[config.mk]
export PLATFORM = sky130hd
export DESIGN_NAME = lzc_normalizer
export DESIGN_NICKNAME = d
export VERILOG_FILES = /design/src/rtl/lzc_normalizer.sv
export SDC_FILE = /design/constraint.sdc
export NUM_CORES = 1
export LEC_CHECK = 0
export CORE_UTILIZATION = 52
export DETAILED_ROUTE_END_ITERATION = 6
export GPL_ROUTABILITY_DRIVEN = 0
export PLACE_DENSITY = 0.91
export RECOVER_POWER = 50
export SLEW_MARGIN = 20
export SYNTH_ARGS = -nofsm -noshare
export SYNTH_HDL_FRONTEND = slang
export SYNTH_HIERARCHICAL = 1
export SYNTH_SLANG_ARGS = --single-unit
[constraint.sdc]
create_clock -name clk_i -period 2 [get_ports clk_i]
set_clock_uncertainty 0.05 [all_clocks]
set_input_delay 0.4 -clock clk_i [delete_from_list [all_inputs] [get_ports clk_i]]
set_output_delay 0.4 -clock clk_i [all_outputs]
set_load 0.02 [all_outputs]
[src/rtl/lzc_normalizer.sv]
// Pipelined left-normalizer: leading-zero count plus left shift behind a valid/ready handshake.
// Optional macro LZC_NORMALIZER_PIPE_EN selects the two-stage variant; default is single-stage.

module lzc #(
  parameter int unsigned WIDTH = 2,
  parameter int unsigned MODE  = 0,
  parameter int unsigned CNT_W = (WIDTH > 1) ? $clog2(WIDTH) : 1
) (
  input  logic [WIDTH-1:0] in_i,
  output logic [CNT_W-1:0] cnt_o,
  output logic             empty_o
);

  // MODE=1 counts from the MSB; descending scan lets the nearest set bit win.
  always_comb begin
    // NOTE: default assignment before the loop keeps this purely combinational (no latch).
    cnt_o = '0;
    for (int i = WIDTH - 1; i >= 0; i--) begin
      if (MODE != 0) begin
        if (in_i[WIDTH-1-i]) cnt_o = CNT_W'(i);
      end else begin
        if (in_i[i]) cnt_o = CNT_W'(i);
      end
    end
  end

  assign empty_o = ~|in_i;

endmodule

module lzc_normalizer #(
  parameter int unsigned WIDTH = 32,
  parameter int unsigned CNT_W = $clog2(WIDTH)
) (
  input  logic             clk_i,
  input  logic             rst_ni,
  input  logic             flush_i,
  input  logic             in_valid_i,
  output logic             in_ready_o,
  input  logic [WIDTH-1:0] in_data_i,
  output logic             out_valid_o,
  input  logic             out_ready_i,
  output logic [WIDTH-1:0] out_data_o,
  output logic [CNT_W-1:0] out_shamt_o,
  output logic             out_zero_o
);

  if (WIDTH < 2) begin : g_width_check
    $error("lzc_normalizer: WIDTH must be at least 2");
  end

  logic [CNT_W-1:0] lz_cnt;
  logic             lz_empty;

  lzc #(
    .WIDTH (WIDTH),
    .MODE  (1),
    .CNT_W (CNT_W)
  ) u_lzc (
    .in_i    (in_data_i),
    .cnt_o   (lz_cnt),
    .empty_o (lz_empty)
  );

`ifdef LZC_NORMALIZER_PIPE_EN

  logic             s1_valid_q;
  logic [WIDTH-1:0] s1_data_q;
  logic [CNT_W-1:0] s1_cnt_q;
  logic             s1_zero_q;
  logic             s2_valid_q;
  logic [WIDTH-1:0] s2_data_q;
  logic [CNT_W-1:0] s2_shamt_q;
  logic             s2_zero_q;

  logic s2_ready;
  logic s1_ready;
  logic accept;
  logic s1_move;

  assign s2_ready   = ~s2_valid_q | out_ready_i;
  assign s1_ready   = ~s1_valid_q | s2_ready;
  assign in_ready_o = s1_ready & ~flush_i;
  assign accept     = in_valid_i & in_ready_o;
  assign s1_move    = s1_valid_q & s2_ready & ~flush_i;

  always_ff @(posedge clk_i or negedge rst_ni) begin
    if (!rst_ni) begin
      // NOTE: payload is reset along with the valid bits so every output reads 0 while in reset.
      s1_valid_q <= 1'b0;
      s1_data_q  <= '0;
      s1_cnt_q   <= '0;
      s1_zero_q  <= 1'b0;
      s2_valid_q <= 1'b0;
      s2_data_q  <= '0;
      s2_shamt_q <= '0;
      s2_zero_q  <= 1'b0;
    end else begin
      // NOTE: non-blocking assignments so both stages sample pre-edge values of each other.
      if (flush_i) begin
        s1_valid_q <= 1'b0;
        s2_valid_q <= 1'b0;
      end else begin
        if (s1_ready) s1_valid_q <= in_valid_i;
        if (s2_ready) s2_valid_q <= s1_valid_q;
      end
      if (accept) begin
        s1_data_q <= in_data_i;
        s1_cnt_q  <= lz_cnt;
        s1_zero_q <= lz_empty;
      end
      // A zero operand discards the count and forces a clean all-zero result.
      if (s1_move) begin
        s2_data_q  <= s1_zero_q ? '0 : (s1_data_q << s1_cnt_q);
        s2_shamt_q <= s1_zero_q ? '0 : s1_cnt_q;
        s2_zero_q  <= s1_zero_q;
      end
    end
  end

  assign out_valid_o = s2_valid_q;
  assign out_data_o  = s2_data_q;
  assign out_shamt_o = s2_shamt_q;
  assign out_zero_o  = s2_zero_q;

`else

  logic             valid_q;
  logic [WIDTH-1:0] data_q;
  logic [CNT_W-1:0] shamt_q;
  logic             zero_q;

  logic             stage_ready;
  logic             accept;
  logic [WIDTH-1:0] norm_data;
  logic [CNT_W-1:0] norm_shamt;

  assign stage_ready = ~valid_q | out_ready_i;
  assign in_ready_o  = stage_ready & ~flush_i;
  assign accept      = in_valid_i & in_ready_o;

  // A zero operand discards the count and forces a clean all-zero result.
  assign norm_data  = lz_empty ? '0 : (in_data_i << lz_cnt);
  assign norm_shamt = lz_empty ? '0 : lz_cnt;

  always_ff @(posedge clk_i or negedge rst_ni) begin
    if (!rst_ni) begin
      // NOTE: payload is reset along with the valid bit so every output reads 0 while in reset.
      valid_q <= 1'b0;
      data_q  <= '0;
      shamt_q <= '0;
      zero_q  <= 1'b0;
    end else begin
      // NOTE: non-blocking assignments so the register updates only at the clock edge.
      if (flush_i) begin
        valid_q <= 1'b0;
      end else if (stage_ready) begin
        valid_q <= in_valid_i;
      end
      if (accept) begin
        data_q  <= norm_data;
        shamt_q <= norm_shamt;
        zero_q  <= lz_empty;
      end
    end
  end

  assign out_valid_o = valid_q;
  assign out_data_o  = data_q;
  assign out_shamt_o = shamt_q;
  assign out_zero_o  = zero_q;

`endif

endmodule

==> flow_metrics.tcl, run 1 <==
set metrics [dict create \
    synth_warnings 6 \
    stop_error "[ERROR DPL-0038] Utilization greater than 100%, impossible to legalize" \
    yosysUniqueCellTypes 65 \
    ctsHoldBuffers 0 \
    seq_area_frac_synth 0.271 \
    clock_path_buffers 2 \
    die_w_um 85.2 \
    io_pins 77 \
    start_util 0.552 \
    ctsResizeCount 245 \
    synth_nets 433 \
    cts_max_level 2 \
    outcome "did not finish" \
    post_dp_cell_area_um2 5540 \
    postCtsSetupBuffers 42 \
    dp_cells 654 \
    async_flop_share 1.00 \
    syn_area_um2 3600 \
    dieHeight_um 85.2 \
    rows 29 \
    pre_cts_slack_ns -1.58 \
    synth_edf_count 0 \
    cts_made_buffers 5 \
    haltStage "4_1_cts" \
    hpwlAfterDp_um 10700 \
    ys_ff_latch 39 \
    syn_area_per_cell_um2 9.10 \
    io_buffers 76 \
    root_buffer "clkbuf_8" \
    ys.flop_type "dfrtp_1" \
    synth_cells 396 \
    clkSinkCount 39 \
]
## stage by stage
step / util / hold slack [ns] / setup TNS (ns)
3_3_place_gp: 0.848 / 0.411 / -47.87
3_5_place_dp: 0.848 / 0.430 / -50.04
2_1_floorplan: - / 0.0544 / -15.68
## Yosys cell counts (all sizes together), types with 6 or more instances
cell,count,area [µm²]
o211ai,7,52.6
nor4,7,77.6
nor3,14,70.1
a22o,14,123
dfrtp,39,976
buf,20,148
o21ai,22,110
clkbuf,8,30.0
a221o,7,70.1
mux4,12,274
nor2,39,159
o22ai,8,50.1
nand2b,6,37.5
mux2,22,251
inv,6,22.5
nand3,7,35.0
a21oi,18,93.8
mux2i,30,313
nand2,47,176
nor2b,8,57.6
## logic make-up after synthesis
| group | count (synthesis) | share of synthesized area |
|---|---|---|
| flops | 39 | 0.271 |
| compound gates | 113 | 0.232 |
| mux | 64 | 0.233 |
| simple gates | 145 | 0.208 |
| buf+inv | 35 | 0.0566 |
==> inputs of run 2 (changes only) <==
--- a/config.mk
+++ b/config.mk
@@ -5,10 +5,10 @@
 export SDC_FILE = /design/constraint.sdc
 export NUM_CORES = 1
 export LEC_CHECK = 0
-export CORE_UTILIZATION = 52
+export CORE_UTILIZATION = 37
 export DETAILED_ROUTE_END_ITERATION = 6
 export GPL_ROUTABILITY_DRIVEN = 0
-export PLACE_DENSITY = 0.91
+export PLACE_DENSITY_LB_ADDON = 0.15
 export RECOVER_POWER = 50
 export SLEW_MARGIN = 20
 export SYNTH_ARGS = -nofsm -noshare
==> flow_metrics.tcl, run 2 <==
set metrics [dict create \
    final_nets 683 \
    cts_max_level 2 \
    ys.flop_type "dfrtp_1" \
    power_density_nw_per_um2 521 \
    ant_nets 0 \
    root_buffer "clkbuf_8" \
    endpoint "out_data_o[22]$_DFFE_PN0P_" \
    setup.worst_path.start_class "input pin" \
    grt_max_degree 24 \
    synth_warnings 6 \
    met2_usage 0.491 \
    core_area_um2 9330 \
    max_slew_margin 0.334 \
    pre_cts_slack_ns -1.53 \
    p_seq_frac 0.269 \
    via_per_inst 5.87 \
    power_frac_clock 0.217 \
    rrSetupSlack_ns -0.08 \
    worst-slew-pin-transition_ns 1.00 \
    rsz0062_at_grt "true" \
    syn_area_per_cell_um2 9.10 \
    final_util 0.761 \
    peakVddDrop_uv 293 \
    io_buffers 76 \
    yosysMostFrequentCell "nand2_1" \
    swShare 0.348 \
    synth_top_area_share 0.271 \
    fillers 587 \
    clock_latency_ns 0.30 \
    post_dp_cell_area_um2 5590 \
    hp-class "reg2reg" \
    synthTopCellsByCount "nand2_1 (47), dfrtp_1 (39), nor2_1 (36)" \
    synthAdderAreaFrac 0 \
    drt_drc_violations_left 0 \
    grt_use_met3 0.0374 \
    top_usage_layer "met2" \
    async_flop_share 1.00 \
    io_pins 77 \
    period_needed_ns 2.83 \
    clkSinkCount 39 \
    seq_area_frac_synth 0.271 \
    grt_pass1_wl_um 22700 \
    die_area_um2 10100 \
    synth_area_leaders "dfrtp_1 (27%), mux2i_1 (8.1%), mux4_2 (6.9%)" \
    cts_tree "yes" \
    drive_above_1_share 0.609 \
    antenna_found_initial 0 \
    synth_xor_area_frac 0 \
    clock_path_buffers 2 \
    syn_area_um2 3600 \
    leakage_nw 2.99 \
    period_share 1.41 \
    max_freq_ghz 0.353 \
    die_w_um 101 \
    yosysUniqueCellTypes 65 \
    worstPathArrival_ns 2.96 \
    stdcell_count 776 \
    ff_latch_area_um2 976 \
    slowest_stage "mux4_2" \
    critical_path.max_fanout 13 \
    rows 35 \
    grt_use_total 0.291 \
    mostFrequentLayoutCells "buf_4 (116), buf_6 (62), clkdlybuf4s50_1 (40), dfrtp_1 (39), nand2_1 (35)" \
    synth_top_family_by_area "multiplexers" \
    stdcell_area_um2 7090 \
    synth_nets 433 \
    power_frac_comb 0.514 \
    end_kind "flop" \
    routed_wl_um 15900 \
    drtPass1Iterations 5 \
    synthSimpleGateAreaFrac 0.208 \
    synthMuxAreaShare 0.233 \
    largest_reg_flops 32 \
    setup_viol 34 \
    synth_compound_area_frac 0.232 \
    syn_to_final_growth_pct 96.9 \
    p_int_mw 2.41 \
    drv_cap 0 \
    critPathMaxStageDelay_ns 0.34 \
    diodes 0 \
    path_clk_slew_ns 0.08 \
    setup.worst_path.class "in2reg" \
    outcome "finished, violations left" \
    yosys.area.top_type "dfrtp_1" \
    start_util 0.386 \
    multiInputGateArea_um2 3210 \
    wl_per_cell_um 20.4 \
    slew_viol_final 0 \
    synth_edf_count 0 \
    required_ns 2.13 \
    crit_path_frequent_cell "buf_6" \
    layout_commonest_cell "buf_4" \
    crit_start "in_data_i[2]" \
    grt_pass1_vias 4426 \
    synth_cells 396 \
    worst-r2r-cell-count 7 \
    switchingPower_mw 1.29 \
    r2r-start "out_valid_o$_DFFE_PN0P_" \
    use_met1 0.358 \
    fin_ws_ns -0.830 \
    grt.overflow.total 0 \
    failed_checks "setup timing" \
    r2r-end "out_data_o[25]$_DFFE_PN0P_" \
    via_count 4553 \
    cp_cell_sequence "buf_2 -> buf_6 -> o31ai_4 -> a21oi_2 -> a31o_1 -> a21oi_4 -> buf_6 -> buf_16 -> buf_4 -> mux4_2 -> buf_6 -> mux2i_1 -> o22ai_1 -> a221o_1" \
    dp_cells 706 \
    cts_made_buffers 5 \
    ys_ff_latch 39 \
    drt-initial-drc-count 240 \
    hpwlAfterDp_um 10000 \
    final_hold_viol_count 0 \
    dieHeight_um 101 \
]
==> run 2: cell counts after synthesis <==
Identical to the previous run, type by type.
==> run 2: final cells by class <==
| cell class | count | share of cell area |
|---|---|---|
| Clock buffer | 6 | 0.0102 |
| Multi-Input combinational cell | 322 | 0.453 |
| Inverter | 7 | 0.00370 |
| Tap cell | 129 | 0.0228 |
| Sequential cell | 39 | 0.138 |
| Timing Repair Buffer | 271 | 0.364 |
| Clock inverter | 2 | 0.00847 |
==> run 2: critical path: cells and delay by family <==
| family | cells | cell delay (ns) |
|---|---|---|
| compound gates | 6 | 1.26 |
| buf+inv | 6 | 0.80 |
| mux | 2 | 0.50 |
==> run 2: timing repair <==
item	CTS	global route
hold endpoints to repair	18	0
pin swaps	68	65
gates cloned	5	1
hold buffers	1	0
resized for setup	246	114
setup endpoints to repair	39	38
setup buffers	46	27
==> run 2: logic make-up (layout without fill, tap and decap cells) <==
kind of cell	Yosys count	count (layout)
AO/OA/AOI/OAI	113	113
flip-flops	39	39
multiplexers	64	64
AND/OR/NAND/NOR	145	145
buffers and inverters	35	286
==> run 2: power groups by stage <==
stage                     Clock [mW]  Sequential [mW]  Combinational, mW
after CTS                      0.797            0.994               1.71
after global placement             0             1.01               1.48
after floorplan                    0             1.16              0.590
after detailed placement           0             1.01               1.49
final                          0.803            0.996               1.90
after global routing           0.844             1.01               1.99
==> run 2: metrics by stage <==
| step | power [mW] | hold slack [ns] | TNS, ns |
|---|---|---|---|
| floorplan | 1.75 | 0.0544 | -15.68 |
| detailed placement | 2.50 | 0.311 | -48.02 |
| global route | 3.84 | 0.451 | -23.74 |
| CTS | 3.50 | 0.435 | -23.36 |
| global placement | 2.48 | 0.316 | -46.72 |
| finish | 3.70 | 0.432 | -21.04 |
==> run 2: worst min path at each step <==
stage	start	endpoint	slack, ns	depth (start not counted)
final	out_data_o[1]$_DFFE_PN0P_	out_data_o[1]$_DFFE_PN0P_	0.43	2
after global routing	out_shamt_o[4]$_DFFE_PN0P_	out_shamt_o[4]$_DFFE_PN0P_	0.45	1
after CTS	out_shamt_o[1]$_DFFE_PN0P_	out_shamt_o[1]$_DFFE_PN0P_	0.44	2
after detailed placement	rst_ni	out_data_o[13]$_DFFE_PN0P_	0.31	1
after global placement	rst_ni	out_data_o[9]$_DFFE_PN0P_	0.32	1
after floorplan	rst_ni	out_data_o[0]$_DFFE_PN0P_	0.05	0
==> run 2: layer usage <==
layer  vias to the layer above  share of wire  routed length [µm]
met5                         -              0                   0
met4                         0          0.052                 818
met3                        78          0.058                 920
met2                       254           0.49                7720
met1                      2199           0.40                6390
li1                       2022              -                   -
Power figures use the tool's default switching activity.
